$ cat config.mk
export PLATFORM = sky130hd
export DESIGN_NAME = dcache_2way
export DESIGN_NICKNAME = d
export VERILOG_FILES = /design/src/rtl/dcache_2way.sv
export SDC_FILE = /design/constraint.sdc
export NUM_CORES = 1
export LEC_CHECK = 0
export ABC_CLOCK_PERIOD_IN_PS = 3400
export CORE_MARGIN = 1.5
export CORE_UTILIZATION = 35
export CTS_CLUSTER_DIAMETER = 50
export DETAILED_ROUTE_END_ITERATION = 10
export SKIP_CTS_REPAIR_TIMING = 1
export SYNTH_ARGS = -nofsm -noshare
export SYNTH_HDL_FRONTEND = slang
export SYNTH_SLANG_ARGS = --single-unit
$ cat constraint.sdc
create_clock -name clock -period 3.4 [get_ports clock]
set_input_delay 0.68 -clock clock [delete_from_list [all_inputs] [get_ports clock]]
set_output_delay 0.68 -clock clock [all_outputs]
set_load 0.05 [all_outputs]
$ cat src/rtl/dcache_2way.sv
// 2-way set-associative write-back/write-allocate data cache with per-set LRU and full-cache flush.
// Hits complete combinationally with zero stall; misses and flushes hold busywait until memory transfers finish.
module dcache_2way #(
    parameter int ADDR_W      = 8,
    parameter int BLOCK_BYTES = 4,
    parameter int SETS        = 4
) (
    input  logic                                   clock,
    input  logic                                   reset,
    input  logic [ADDR_W-1:0]                      address,
    input  logic [7:0]                             cpu_writeData,
    input  logic                                   read,
    input  logic                                   write,
    input  logic                                   flush,
    output logic [7:0]                             cpu_readData,
    output logic                                   busywait,
    output logic                                   flush_done,
    output logic [ADDR_W-$clog2(BLOCK_BYTES)-1:0]  mem_address,
    output logic [8*BLOCK_BYTES-1:0]               mem_writedata,
    input  logic [8*BLOCK_BYTES-1:0]               mem_readdata,
    output logic                                   mem_read,
    output logic                                   mem_write,
    input  logic                                   mem_busywait
);
    localparam int OFF_W = $clog2(BLOCK_BYTES);
    localparam int IDX_W = $clog2(SETS);
    localparam int TAG_W = ADDR_W - IDX_W - OFF_W;
    localparam int BLK_W = 8 * BLOCK_BYTES;
    localparam int PTR_W = IDX_W + 2;
    localparam logic [PTR_W-1:0] PTR_END = PTR_W'(2 * SETS);

    typedef enum logic [2:0] {
        IDLE       = 3'd0,
        WRITEBACK  = 3'd1,
        FETCH      = 3'd2,
        FLUSH_SCAN = 3'd3,
        FLUSH_WB   = 3'd4
    } state_t;

    state_t            state_q, state_d;
    logic [PTR_W-1:0]  ptr_q, ptr_d;

    logic [1:0]        valid_q [SETS];
    logic [1:0]        dirty_q [SETS];
    logic              lru_q   [SETS];
    logic [TAG_W-1:0]  tag_q   [SETS][2];
    logic [BLK_W-1:0]  data_q  [SETS][2];

    logic [TAG_W-1:0]  req_tag;
    logic [IDX_W-1:0]  req_idx;
    logic [OFF_W-1:0]  req_off;
    logic [1:0]        way_hit;
    logic              hit, hit_way, victim, victim_dirty;
    logic              req, idle, acc_hit, fill;
    logic [IDX_W-1:0]  ptr_set;
    logic              ptr_way;

    assign req_tag = address[ADDR_W-1 -: TAG_W];
    assign req_idx = address[OFF_W +: IDX_W];
    assign req_off = address[OFF_W-1:0];

    assign way_hit[0] = valid_q[req_idx][0] && (tag_q[req_idx][0] == req_tag);
    assign way_hit[1] = valid_q[req_idx][1] && (tag_q[req_idx][1] == req_tag);
    assign hit        = |way_hit;
    assign hit_way    = way_hit[1];

    // Prefer an empty way; only fall back to LRU when both ways hold data.
    assign victim       = !valid_q[req_idx][0] ? 1'b0 :
                          !valid_q[req_idx][1] ? 1'b1 : lru_q[req_idx];
    assign victim_dirty = valid_q[req_idx][victim] && dirty_q[req_idx][victim];

    assign req     = read | write;
    assign idle    = (state_q == IDLE);
    assign acc_hit = idle && req && hit;
    assign fill    = (state_q == FETCH) && !mem_busywait;
    assign ptr_set = ptr_q[IDX_W:1];
    assign ptr_way = ptr_q[0];

    always_ff @(posedge clock or posedge reset) begin
        if (reset) begin
            state_q <= IDLE;
            ptr_q   <= '0;
            for (int s = 0; s < SETS; s++) begin
                valid_q[s] <= '0;
                dirty_q[s] <= '0;
                lru_q[s]   <= 1'b0;
            end
        end else begin
            state_q <= state_d;
            ptr_q   <= ptr_d;
            if (acc_hit) begin
                lru_q[req_idx] <= ~hit_way;
                if (write) dirty_q[req_idx][hit_way] <= 1'b1;
            end
            if (state_q == WRITEBACK && !mem_busywait) dirty_q[req_idx][victim] <= 1'b0;
            if (fill) begin
                valid_q[req_idx][victim] <= 1'b1;
                dirty_q[req_idx][victim] <= 1'b0;
                lru_q[req_idx]           <= ~victim;
            end
            if (state_q == FLUSH_WB && !mem_busywait) dirty_q[ptr_set][ptr_way] <= 1'b0;
        end
    end

    // Tag and data storage carry no reset; valid bits gate every use.
    always_ff @(posedge clock) begin
        if (acc_hit && write) data_q[req_idx][hit_way][{req_off, 3'b000} +: 8] <= cpu_writeData;
        if (fill) begin
            tag_q[req_idx][victim]  <= req_tag;
            data_q[req_idx][victim] <= mem_readdata;
        end
    end

    always_comb begin
        state_d = state_q;
        ptr_d   = ptr_q;
        unique case (state_q)
            IDLE: begin
                if (req && !hit) begin
                    state_d = victim_dirty ? WRITEBACK : FETCH;
                end else if (flush && !req) begin
                    state_d = FLUSH_SCAN;
                    ptr_d   = '0;
                end
            end
            WRITEBACK: if (!mem_busywait) state_d = FETCH;
            FETCH:     if (!mem_busywait) state_d = IDLE;
            FLUSH_SCAN: begin
                if (ptr_q == PTR_END)
                    state_d = IDLE;
                else if (valid_q[ptr_set][ptr_way] && dirty_q[ptr_set][ptr_way])
                    state_d = FLUSH_WB;
                else
                    ptr_d = ptr_q + 1'b1;
            end
            FLUSH_WB: begin
                if (!mem_busywait) begin
                    state_d = FLUSH_SCAN;
                    ptr_d   = ptr_q + 1'b1;
                end
            end
            default: state_d = IDLE;
        endcase
    end

    always_comb begin
        mem_read      = 1'b0;
        mem_write     = 1'b0;
        mem_address   = '0;
        mem_writedata = '0;
        flush_done    = 1'b0;
        unique case (state_q)
            WRITEBACK: begin
                mem_write     = 1'b1;
                mem_address   = {tag_q[req_idx][victim], req_idx};
                mem_writedata = data_q[req_idx][victim];
            end
            FETCH: begin
                mem_read    = 1'b1;
                mem_address = {req_tag, req_idx};
            end
            FLUSH_SCAN: flush_done = (ptr_q == PTR_END);
            FLUSH_WB: begin
                mem_write     = 1'b1;
                mem_address   = {tag_q[ptr_set][ptr_way], ptr_set};
                mem_writedata = data_q[ptr_set][ptr_way];
            end
            default: ;
        endcase
    end

    // Gated by reset so an aborted miss releases the CPU immediately.
    assign busywait     = !reset && ((req && !(idle && hit)) || !idle);
    assign cpu_readData = (idle && read && hit) ? data_q[req_idx][hit_way][{req_off, 3'b000} +: 8] : 8'h00;

endmodule

== After elaboration in Yosys (flattened, before gate mapping) ==
Memories as Yosys holds them, arrays and structs flattened.
Cells that the tools add are included.

* Bits in latches: 0
* ROM bits: 0
* Register bits after elaboration: 27
* Memories kept: 2
* Output and inout bits: 50
* Word-level logic and storage cells: 327
* Input port bits: 54
* RAM bits: 288

{| class="wikitable"
|+ Memories
! memory !! depth !! width !! rd ports !! clocked after Yosys merged registers in !! write ports !! line !! source
|-
| data_q || 4 || 64 || 2 || 0 || 1 || 47 || <nowiki>logic [BLK_W-1:0] data_q [SETS][2];</nowiki>
|-
| tag_q || 4 || 8 || 2 || 0 || 1 || 46 || <nowiki>logic [TAG_W-1:0] tag_q [SETS][2];</nowiki>
|}

* Add/subtract/negate cells: 2
* Multiplexer cells: 159
* Shifts and indexed selects: 3
* Equality and inequality tests: 16
* $mul: 0
* Order comparisons: 15
* Bitwise logic cells: 79
* Div/mod/pow operators: 0
* Reduce and logical (&&, ||, !) cells: 37

{| class="wikitable"
|+ Operator list
! cell !! count
|-
| $mux W32 || 11
|-
| $mux W64 || 2
|-
| $mux W1 || 85
|-
| $or A1 B1 Y1 || 65
|-
| $demux W32 S1 || 2
|-
| $pmux W32 S2 || 1
|-
| $mux W4 || 14
|-
| $mux W8 || 7
|-
| $shift A8 B7 Y32 const A || 1
|-
| $shiftx A32 B6 Y8 || 1
|-
| $shiftx A8 B7 Y32 || 1
|-
| $and A8 B8 Y8 || 3
|-
| $logic_and A1 B1 Y1 || 24
|-
| $mux W2 || 12
|-
| $mux W3 || 7
|-
| $pmux W6 S3 || 1
|-
| $bmux W2 S2 || 4
|-
| $not A8 Y8 || 2
|-
| $or A8 B8 Y8 || 2
|-
| $pmux W3 S5 || 1
|-
| $demux W2 S2 || 3
|-
| $ne A2 B2 Y1 const B || 6
|-
| $pmux W4 S3 || 1
|-
| $bwmux W4 || 2
|-
| other kinds (30) || 53
|}

== Logic depth before layout (Yosys ltp) ==
* Depth in word-level cells: 20
* Mapped depth: 11
* Depth with buffers taken out: 8

== Least setup slack after synthesis ==
OpenSTA, ideal clock, no wires.

* Path kind: input -> output
* Start point: input address[2]
* End point: output busywait
* Stages on the path: 8
* Path buffers: 2
* Data required time: 2.720 ns
* Path slack: -0.347 ns
* Arrival: 3.067 ns
* Path through: buf_6 -> buf_8 -> mux4_1 -> xnor2_1 -> and2_1 -> a22oi_1 -> o21ai_0 -> a21oi_1

* Cells in the longest elaborated chain, start to end: 11
* Elaborated cells between the ends (all ways): 15
* Those cells by class: eq/ne (2); mux (3); bitwise (1); reduce/logical (8); memory (1)

{| class="wikitable"
|+ RTL lines
! item !! line !! source
|-
| start, declared || 10 || <nowiki>input logic [ADDR_W-1:0] address,</nowiki>
|-
| branches (longest 5 deep; another with $mem_v2 Z4 W8) || - ||
|-
| $reduce_or A2 Y1 * || 64 || <nowiki>assign hit = |way_hit;</nowiki>
|-
| $logic_and A1 B1 Y1 * || 173 || <nowiki>assign busywait = !reset && ((req && !(idle && hit)) || !idle);</nowiki>
|-
| $logic_not A1 Y1 * || 173 ||
|-
| $logic_and A1 B1 Y1 * || 173 ||
|-
| $logic_or A1 B1 Y1 * || 173 ||
|-
| $logic_and A1 B1 Y1 * || 173 ||
|-
| end, declared || 16 || <nowiki>output logic busywait,</nowiki>
|}

Mark *: on every way between the ends. The select of a mux whose other input is x is not followed.

== Worst setup path in the final report ==
* Start point: input address[2]
* End point: output cpu_readData[7]

* Cells in the longest elaborated chain, start to end: 11
* Elaborated cells between the ends (all ways): 18
* Those cells by class: eq/ne (2); shift (1); mux (7); bitwise (2); reduce/logical (4); memory (2)

{| class="wikitable"
|+ RTL lines
! item !! line !! source
|-
| branches (longest 10 deep; another with $mem_v2 Z4 W8) || - ||
|-
| $mux W8 * || 174 || <nowiki>assign cpu_readData = (idle && read && hit) ? data_q[req_idx][hit_way][{req_off, 3'b000} +: 8] : 8'h00;</nowiki>
|-
| end, declared || 15 || <nowiki>output logic [7:0] cpu_readData,</nowiki>
|}

Marks and branches as above.

==> impl_metrics.yaml <==
run_status:
  violations: "design-rule violations, negative setup slack"
  status: "finished, violations left"
route:
  via_per_inst: 5.75
  wl_per_cell_um: 27.0
  route.met2.wl_um: 25300
  highest_layer: "met5"
  routed-wl-met3_um: 5110
  final_antenna_net_count: 0
  vias: 11300
  drt_iter0_drc: 1120
  met1Wirelength_um: 21000
  finalWirelength_um: 53000
  drtPass1Iterations: 8
  drc_errors: 8
worst_setup_path:
  path_class: "primary input to primary output"
  cp-startpoint: "address[2]"
  cp.arrival_ns: 2.81
  crit_slowest_cell: "mux4_2"
  cp_top_family: "multiplexers"
  end_kind: "primary output"
  endpoint: "cpu_readData[7]"
  reg2reg_from: "ptr_q[1]"
  cp_num_cells: 10
  reg2regPathDepth: 8
  required_ns: 2.72
  crit_chain: "buf_12 > buf_12 > buf_12 > buf_16 > mux4_2 > mux4_2 > mux2i_1 > buf_4 > nor2_4 > buf_12"
  timing.rr.end: "ptr_q[3]"
  worst_setup_path_start_kind: "primary input"
  slowest_delay_ns: 0.62
  cp_max_fo: 11
  crit_path_frequent_cell: "buf_12"
  r2r_setup_slack_ns: 0.46
  path_buf_inv: 6
layout:
  final_cell_mix: "288 x edfxtp_1, 163 x mux4_2, 144 x buf_4"
  seq_area_um2: 9330
  layout.nets: 1383
  diodes: 0
  final_common_cell: "edfxtp_1"
  multi_input_area_um2: 7260
  nFillCells: 4015
  area_delta_synth_final_pct: 33.1
  layout-drive-gt1-share: 0.407
synth:
  synth_cell_types: 64
  yosys.area_share.simple: 0.0664
  synth-seq-area-share: 0.562
  synth_top_area_share: 0.521
  ys_seq_elements: 315
  synth_top_family_by_area: "multiplexers"
  synth_xor_xnor_area_share: 0.00558
  async_flop_share: 0.0857
  syn-num-nets: 1141
  synth_edf_count: 288
  synth_area_leaders: "edfxtp_1 52%, mux4_2 22%, mux2i_1 4.8%"
  syn_inst: 1080
  synthAdderAreaFrac: 0.00528
  ys_warn_count: 0
  syn_area_um2: 16600
  synth.area.mux_share: 0.275
  yosys.area.top_type: "edfxtp_1"
  synth_ff_type: "edfxtp_1"
  syn_area_per_cell_um2: 15.4
  synth_compound_area_frac: 0.0607
timing:
  setup_tns_ns: -0.496
  timing.final.max_slew_violations: 0
  setup_slack_ns: -0.0916
  max_freq_ghz: 0.286
  rsz0062_at_grt: "yes"
  hold_violations: 0
  tightest_slew_ns: 1.09
  setup_viol: 9
  finalClockSkew_ns: 0.0214
  period_minus_slack_ns: 3.49
  max_slew_margin: 0.266
  period_share: 1.03
placed_design:
  place.gp.congestion: 0.820
  portBuffers: 103
  hpwl_um: 37000
global_route:
  grt_pass1_vias: 11500
  grt_max_degree: 40
  grt_util_all_layers: 0.219
  globalRouteOverflowTotal: 0
  antenna_found_initial: 1
  grt_pass1_wl_um: 76200
clock_tree:
  clock_latency_ns: 0.57
  clk_path_buf_depth: 3
  htree_num_levels: 2
  path_clk_slew_ns: 0.06
  cts_tree: "done"
  cts_made_buffers: 41
  cts_sinks: 315
  cts_root_buf: "clkbuf_16"
hold_path:
  min_path_type: "flop to flop"
die:
  io_pins: 104
  design.die.area_um2: 48700
  die_x_um: 221
  chipHeight_um: 221
  core_um2: 46700
  fp-row-count: 79
  start_util: 0.355
job:
  drv_cap: 0
pwr:
  ir_worst_vdd_uv: 398
  powerDensity_nw_per_um2: 667
  leakage_nw: 7.77
  finalPower_mw: 14.7
[area by class of cell]
cell class / count / share of cell area
inverter: 7 / 0.00119
timing repair buffer: 282 / 0.150
clock inverter: 24 / 0.0124
clock buffer: 51 / 0.0506
multi-input combinational: 675 / 0.329
sequential: 315 / 0.423
tap: 607 / 0.0344
[registers in the layout, summed over array words and instances, names as in the netlist]
| signal | count |
|---|---|
| dirty_q | 8 |
| data_q | 256 |
| lru_q | 4 |
| ptr_q | 4 |
| valid_q | 8 |
| state_q | 3 |
| tag_q | 32 |
[through the flow]
step	hold WS, ns	cell area (um2)	utilization	worst slack [ns]	instances
after global placement	0.466	20300	0.435	-0.124	1869
after CTS	0.485	21700	0.465	-0.159	1944
after global routing	0.505	22100	0.473	-0.160	1961
after floorplan	0.448	16900	-	-0.0811	1080
final	0.493	22100	0.473	-0.0916	1961
after detailed placement	0.477	20300	0.435	-0.125	1869
[cell families (layout without fill, tap and decap cells)]
group,after synthesis,count (layout)
simple gates,244,244
buf+inv,90,364
compound gates,168,168
xor+xnor,8,8
fa+ha+maj,7,7
mux,248,248
flops,315,315
[power by group]
group,switching (mW),leakage (nW),internal [mW],total (mW)
clock network,1.70,0.682,2.73,4.43
registers,0.232,2.99,4.75,4.98
logic,2.93,4.10,2.39,5.32
total,4.87,7.77,9.87,14.7
[worst min path at each step]
| stage | from | endpoint | slack (ns) | cells past startpoint |
|---|---|---|---|---|
| 3_5_place_dp | ptr_q[3] | ptr_q[3] | 0.48 | 1 |
| 2_1_floorplan | ptr_q[3] | ptr_q[3] | 0.45 | 1 |
| 6_report | ptr_q[3] | ptr_q[3] | 0.49 | 1 |
| 4_1_cts | ptr_q[3] | ptr_q[3] | 0.49 | 1 |
| 3_3_place_gp | ptr_q[3] | ptr_q[3] | 0.47 | 1 |
| 5_1_grt | ptr_q[3] | ptr_q[3] | 0.50 | 1 |
[cells in the mapped netlist, drive strengths merged, types with 11 or more instances]
cell type  instances
buf               36
dfrtp             27
mux2i             80
o21ai             82
nor2              68
nand2            119
or2               11
o22ai             38
mux4             165
a21oi             20
clkbuf            47
edfxtp           288
[routing by layer]
metal / global-route usage / vias to the layer above
met1: 0.290 / 5776
li1: - / 4868
met3: 0.0592 / 97
met4: 0.0705 / 2
met5: 0 / -
met2: 0.351 / 526
Power figures use the tool's default switching activity.
